`config.mk`:
```
export PLATFORM = sky130hd
export DESIGN_NAME = fetch_sequencer_flat
export DESIGN_NICKNAME = d
export VERILOG_FILES = /design/src/rtl/fetch_sequencer_if.sv /design/src/rtl/fetch_sequencer.sv /design/src/flat_wrapper.sv
export SDC_FILE = /design/constraint.sdc
export NUM_CORES = 1
export LEC_CHECK = 0
export BUFFER_PORTS_ARGS = -buffer_cell sky130_fd_sc_hd__buf_2
export CAP_MARGIN = 20
export CELL_PAD_IN_SITES_DETAIL_PLACEMENT = 0
export CELL_PAD_IN_SITES_GLOBAL_PLACEMENT = 1
export CORE_MARGIN = 2
export CORE_UTILIZATION = 39
export CTS_CLUSTER_DIAMETER = 150
export CTS_CLUSTER_SIZE = 14
export DETAILED_ROUTE_END_ITERATION = 12
export PLACE_DENSITY = 0.86
export SYNTH_ARGS = -nofsm -noshare
export SYNTH_HDL_FRONTEND = slang
export SYNTH_SLANG_ARGS = --single-unit
```
`constraint.sdc`:
```
create_clock -name clk -period 5.63 [get_ports clk]
set_input_delay 0.8445 -clock clk [delete_from_list [all_inputs] [get_ports clk]]
set_output_delay 0.8445 -clock clk [all_outputs]
set_load 0.01 [all_outputs]
```
`src/rtl/fetch_sequencer_if.sv`:
```
// Fetch-to-execute handshake: registered instruction word out,
// acceptance strobe and branch redirect request back.
interface fetch_sequencer_if;
   logic [15:0] instr;
   logic        instr_valid;
   logic        instr_ready;
   logic [1:0]  br_op;
   logic [15:0] br_target;

   modport master (
      output instr, instr_valid,
      input  instr_ready, br_op, br_target
   );

   modport slave (
      input  instr, instr_valid,
      output instr_ready, br_op, br_target
   );
endinterface

```
`src/rtl/fetch_sequencer.sv`:
```
// Instruction-fetch controller: drives the PC and sync ROM, holds the
// fetched word for execute, and owns a small return-address stack.
module fetch_sequencer #(
   parameter logic [15:0] RESET_VECTOR = 16'h0000,
   parameter int          STACK_DEPTH  = 4
) (
   input  logic               clk,
   input  logic               reset,
   input  logic [15:0]        pc_value,
   output logic [15:0]        pc_target,
   output logic               pc_load,
   output logic               pc_ce,
   output logic [15:0]        mem_addr,
   output logic               mem_en,
   input  logic [15:0]        mem_data,
   fetch_sequencer_if.master  fetch,
   input  logic               halt,
   output logic               stack_err
);
   localparam int SPW = $clog2(STACK_DEPTH + 1);
   localparam int IW  = (STACK_DEPTH > 1) ? $clog2(STACK_DEPTH) : 1;

   typedef enum logic [2:0] {
      INIT, REQ, WAIT, HOLD, HALTED
   } state_t;

   state_t           state_q, state_d;
   logic [15:0]      instr_q;
   logic             valid_q;
   logic             err_q;
   logic [SPW-1:0]   sp_q;
   logic [15:0]      stack_q [STACK_DEPTH];
   logic             push, pop;
   logic             full, empty;
   logic [IW-1:0]    wr_idx, rd_idx;
   logic             accept;

   assign full   = (sp_q == SPW'(STACK_DEPTH));
   assign empty  = (sp_q == '0);
   assign wr_idx = sp_q[IW-1:0];
   assign rd_idx = IW'(sp_q - 1'b1);
   assign accept = (state_q == HOLD) && fetch.instr_ready;

   assign mem_addr          = pc_value;
   assign fetch.instr       = instr_q;
   assign fetch.instr_valid = valid_q;
   assign stack_err         = err_q;

   always_comb begin
      state_d   = state_q;
      pc_target = fetch.br_target;
      pc_load   = 1'b0;
      pc_ce     = 1'b0;
      mem_en    = 1'b0;
      push      = 1'b0;
      pop       = 1'b0;
      unique case (state_q)
         INIT: begin
            pc_ce     = 1'b1;
            pc_load   = 1'b1;
            pc_target = RESET_VECTOR;
            state_d   = halt ? HALTED : REQ;
         end
         REQ: begin
            mem_en  = 1'b1;
            state_d = WAIT;
         end
         WAIT: begin
            pc_ce   = 1'b1;
            state_d = HOLD;
         end
         HOLD: begin
            if (accept) begin
               state_d = halt ? HALTED : REQ;
               unique case (fetch.br_op)
                  2'b01: begin
                     pc_ce   = 1'b1;
                     pc_load = 1'b1;
                  end
                  2'b10: begin
                     pc_ce   = 1'b1;
                     pc_load = 1'b1;
                     push    = 1'b1;
                  end
                  2'b11: begin
                     pc_ce     = 1'b1;
                     pc_load   = 1'b1;
                     pop       = 1'b1;
                     pc_target = empty ? 16'h0000 : stack_q[rd_idx];
                  end
                  default: pc_target = 16'h0000;
               endcase
            end
         end
         HALTED: begin
            if (!halt) state_d = REQ;
         end
         default: state_d = INIT;
      endcase
   end

   always_ff @(posedge clk) begin
      if (reset) begin
         state_q <= INIT;
         instr_q <= 16'h0000;
         valid_q <= 1'b0;
         err_q   <= 1'b0;
         sp_q    <= '0;
      end else begin
         state_q <= state_d;
         if (state_q == WAIT) begin
            instr_q <= mem_data;
            valid_q <= 1'b1;
         end else if (accept) begin
            valid_q <= 1'b0;
         end
         // Overflow drops the push but the call still redirects.
         if (push) begin
            if (full) err_q <= 1'b1;
            else      sp_q  <= sp_q + 1'b1;
         end
         if (pop) begin
            if (empty) err_q <= 1'b1;
            else       sp_q  <= sp_q - 1'b1;
         end
      end
   end

   always_ff @(posedge clk) begin
      if (!reset && push && !full) stack_q[wr_idx] <= pc_value;
   end
endmodule
```
`src/flat_wrapper.sv`:
```
// flat-port wrapper written by rule: the top's interface ports become plain ports
module fetch_sequencer_flat 
#(
   parameter logic [15:0] RESET_VECTOR = 16'h0000,
   parameter int          STACK_DEPTH  = 4
)
  (clk, reset, pc_value, pc_target, pc_load, pc_ce, mem_addr, mem_en, mem_data, halt, stack_err, fetch_instr, fetch_instr_valid, fetch_instr_ready, fetch_br_op, fetch_br_target);
  fetch_sequencer_if fetch_i ();
  input  logic clk;
  input  logic reset;
  input  logic [15:0] pc_value;
  output logic [15:0] pc_target;
  output logic pc_load;
  output logic pc_ce;
  output logic [15:0] mem_addr;
  output logic mem_en;
  input  logic [15:0] mem_data;
  input  logic halt;
  output logic stack_err;
  output wire logic [$bits(fetch_i.instr)-1:0] fetch_instr;
  output wire logic [$bits(fetch_i.instr_valid)-1:0] fetch_instr_valid;
  input wire logic [$bits(fetch_i.instr_ready)-1:0] fetch_instr_ready;
  input wire logic [$bits(fetch_i.br_op)-1:0] fetch_br_op;
  input wire logic [$bits(fetch_i.br_target)-1:0] fetch_br_target;
  assign fetch_instr = fetch_i.instr;
  assign fetch_instr_valid = fetch_i.instr_valid;
  assign fetch_i.instr_ready = fetch_instr_ready;
  assign fetch_i.br_op = fetch_br_op;
  assign fetch_i.br_target = fetch_br_target;
  fetch_sequencer #(.RESET_VECTOR(RESET_VECTOR), .STACK_DEPTH(STACK_DEPTH)) u_core (.clk(clk), .reset(reset), .pc_value(pc_value), .pc_target(pc_target), .pc_load(pc_load), .pc_ce(pc_ce), .mem_addr(mem_addr), .mem_en(mem_en), .mem_data(mem_data), .fetch(fetch_i), .halt(halt), .stack_err(stack_err));
endmodule
```
==> results.ini <==
[cells_and_area]
utilization = 0.470
layout-drive-gt1-share = 0.415
layout_commonest_cell = buf_2
synthToLayoutAreaGrowth_pct = 16.8
layout.nets = 433
fin_area_um2 = 4590
insertedDiodeCount = 0
layout_common_cells = buf_2, edfxtp_1, nand2_1, inv_1, dfxtp_1

[global_routing]
grtUsageMet1 = 0.193
grt_pass1_wl_um = 12700
grt_max_degree = 27
track_usage = 0.149
grt_antenna_before_repair = 0
grtUsageMet3 = 0.0445
use_met2 = 0.237
grt-busiest-layer = met2
overflow = 0
first_global_vias = 2550

[min_path]
hp-class = flip-flop to flip-flop
hold-path-cell-count = 2
min_to = u_core.fetch.instr[4]
min_from = u_core.fetch.instr[4]

[cts]
cts_tree = yes
root_buffer = clkbuf_8
cts_sinks = 88
cts_hold_buf = 0
cts_buffers = 9
clk_latency_ns = 0.35
post_cts_resized = 0
clock_path_buffers = 2
htreeDepth = 3
clk_pin_slew_ns = 0.08
post_cts_buffers = 0

[route]
drtIter0Drc = 102
final_antenna_net_count = 0
firstDrtPassIters = 4
drc = 0
vias_per_cell = 4.89
vias = 2491
routed_wl_um = 7730
routedWlPerCell_um = 15.2

[synth]
yosysUniqueCellTypes = 38
syn_nets = 347
yosys_most_used_dff = edfxtp_1
ys_seq_area_frac = 0.611
syn-instance-count = 285
synth_seq_cells = 88
synth_top_area_frac = 0.489
syn-cell-area_um2 = 3930
yosysWarningCount = 0
yosys.area.top_type = edfxtp_1
synth_edf_count = 64
synth-async-reset-ratio = 0
netlist_top_cells_area = edfxtp_1, dfxtp_1, mux4_2
syn_avg_cell_area_um2 = 13.8

[floorplanning]
die_h_um = 104
die-area_um2 = 10900
start_util = 0.402
fp.coreArea_um2 = 9770
dieWidth_um = 104
rows = 36
io-pin-count = 107

[setup_path]
worst_setup_path_end_kind = output port
worstSetupStartpointType = flip-flop
rr_startpoint = u_core.state_q[1]
crit_arrival_ns = 2.45
ff2ff_path_depth = 3
cp_common_cell = inv_1
r2r_setup_slack_ns = 3.41
slowest_stage = or3_1
max_stage_delay_ns = 0.68
crit_path_cell_trace = inv_1 > ha_1 > inv_1 > o21ai_1 > or3_1 > o2bb2ai_1 > buf_2
required_ns = 4.79
worstSetupPathType = flip-flop to output port
crit_fanout = 16
timing.rr.end = u_core.stack_q[1][6]

[placement]
dp_hpwl_um = 5290
post_dp_cell_area_um2 = 4410
port_buffers = 106
gp_congestion = 0.695

[flow_run]
drv_cap = 0

[timing]
rsz0062_at_grt = false
fmax_mhz = 303
finalCritPeriodShare = 0.586
relSlewSlack = 0.388
fin_skew_ns = 0.0109
slew_viol_final = 0
period_needed_ns = 3.30
worst_pin_slew_ns = 0.917
setup_viol = 0
hold_viol_final = 0
holdWs_ns = 0.457
setup_tns_ns = 0

[outcome]
status = finished clean

[power_and_ir_drop]
vdd_drop_max_mv = 0.108
power.density_nw_per_um2 = 266
power.static_leakage_nw = 1.76

[final cells by class]
| cell class | count | area [um2] |
|---|---|---|
| fill | 909 | 5180 |
| sequential | 88 | 2400 |
| multi-input combinational | 140 | 1210 |
| timing repair buffer | 108 | 546 |
| tap | 133 | 166 |
| clock buffer | 10 | 128 |
| inverter | 24 | 90.1 |
| clock inverter | 6 | 51.3 |
[layer usage]
metal  share of wire  wire [um]  vias up
met5               0          0        -
li1                -          -     1187
met4           0.013        102        0
met1            0.44       3400     1181
met3           0.091        705        9
met2            0.46       3520      114
[cell families after synthesis]
kind of cell | share of synthesized area
and+or+nand+nor | 0.0799
xor gates and xnor gates | 0.00223
buffers and inverters | 0.0828
DFF | 0.611
AOI/OAI and AO/OA | 0.0981
muxes | 0.100
adders and majority gates | 0.0255
[Yosys cell counts (2+ instances only)]
master and number:
nand2b_1 2, mux4_2 16, ha_1 8, nor2_1 8, o2bb2ai_1 6, mux2_2 2
a211oi_1 2, buf_6 2, buf_2 6, clkbuf_1 4, a21oi_1 21, nand2_1 39
inv_1 24, nor3b_1 2, dfxtp_1 24, o2bb2ai_2 10, and2_1 4, nor4b_1 2
edfxtp_1 64, buf_4 19, o21ai_0 2, a31oi_1 2
[per-stage QoR]
stage / std cells / worst slack, ns / power (mW)
after floorplan: 285 / 2.41 / 0.797
after global placement: 493 / 2.39 / 0.843
after detailed placement: 493 / 2.35 / 0.845
after CTS: 509 / 2.31 / 1.24
after global routing: 509 / 2.13 / 1.28
final: 509 / 2.33 / 1.22
[state kept, by name (all words and copies together), names as in the netlist]
signal                    cells
u_core.stack_err              1
u_core.stack_q               64
u_core.fetch.instr_valid      1
u_core.fetch.instr           16
u_core.sp_q                   3
u_core.state_q                3
[worst max-delay path by stage]
stage / end / from / slack, ns / depth (start not counted)
after detailed placement: pc_target[2] / fetch_br_op[1] / 2.35 / 6
after floorplan: u_core.stack_q[0][0] / fetch_br_op[0] / 2.41 / 4
after global placement: pc_target[15] / fetch_br_op[1] / 2.39 / 6
final: pc_target[2] / u_core.sp_q[1] / 2.33 / 7
after global routing: pc_target[2] / u_core.sp_q[1] / 2.13 / 7
after CTS: pc_target[2] / u_core.sp_q[1] / 2.31 / 7
[power by group]
group	total [mW]	leakage, nW	switching (mW)	internal, mW
combinational	0.121	0.907	0.0666	0.0547
clock	0.392	0.0875	0.226	0.166
sequential	0.708	0.770	0.00742	0.701
total	1.22	1.76	0.300	0.921
[critical path: cells and delay by family, from the launching register on]
kind	cells	cell delay [ns]
simple gates	1	0.68
compound gates	2	0.39
buf+inv	3	0.38
flops	1	0.37
fa+ha+maj	1	0.27
(Power assumes the default switching activity.)
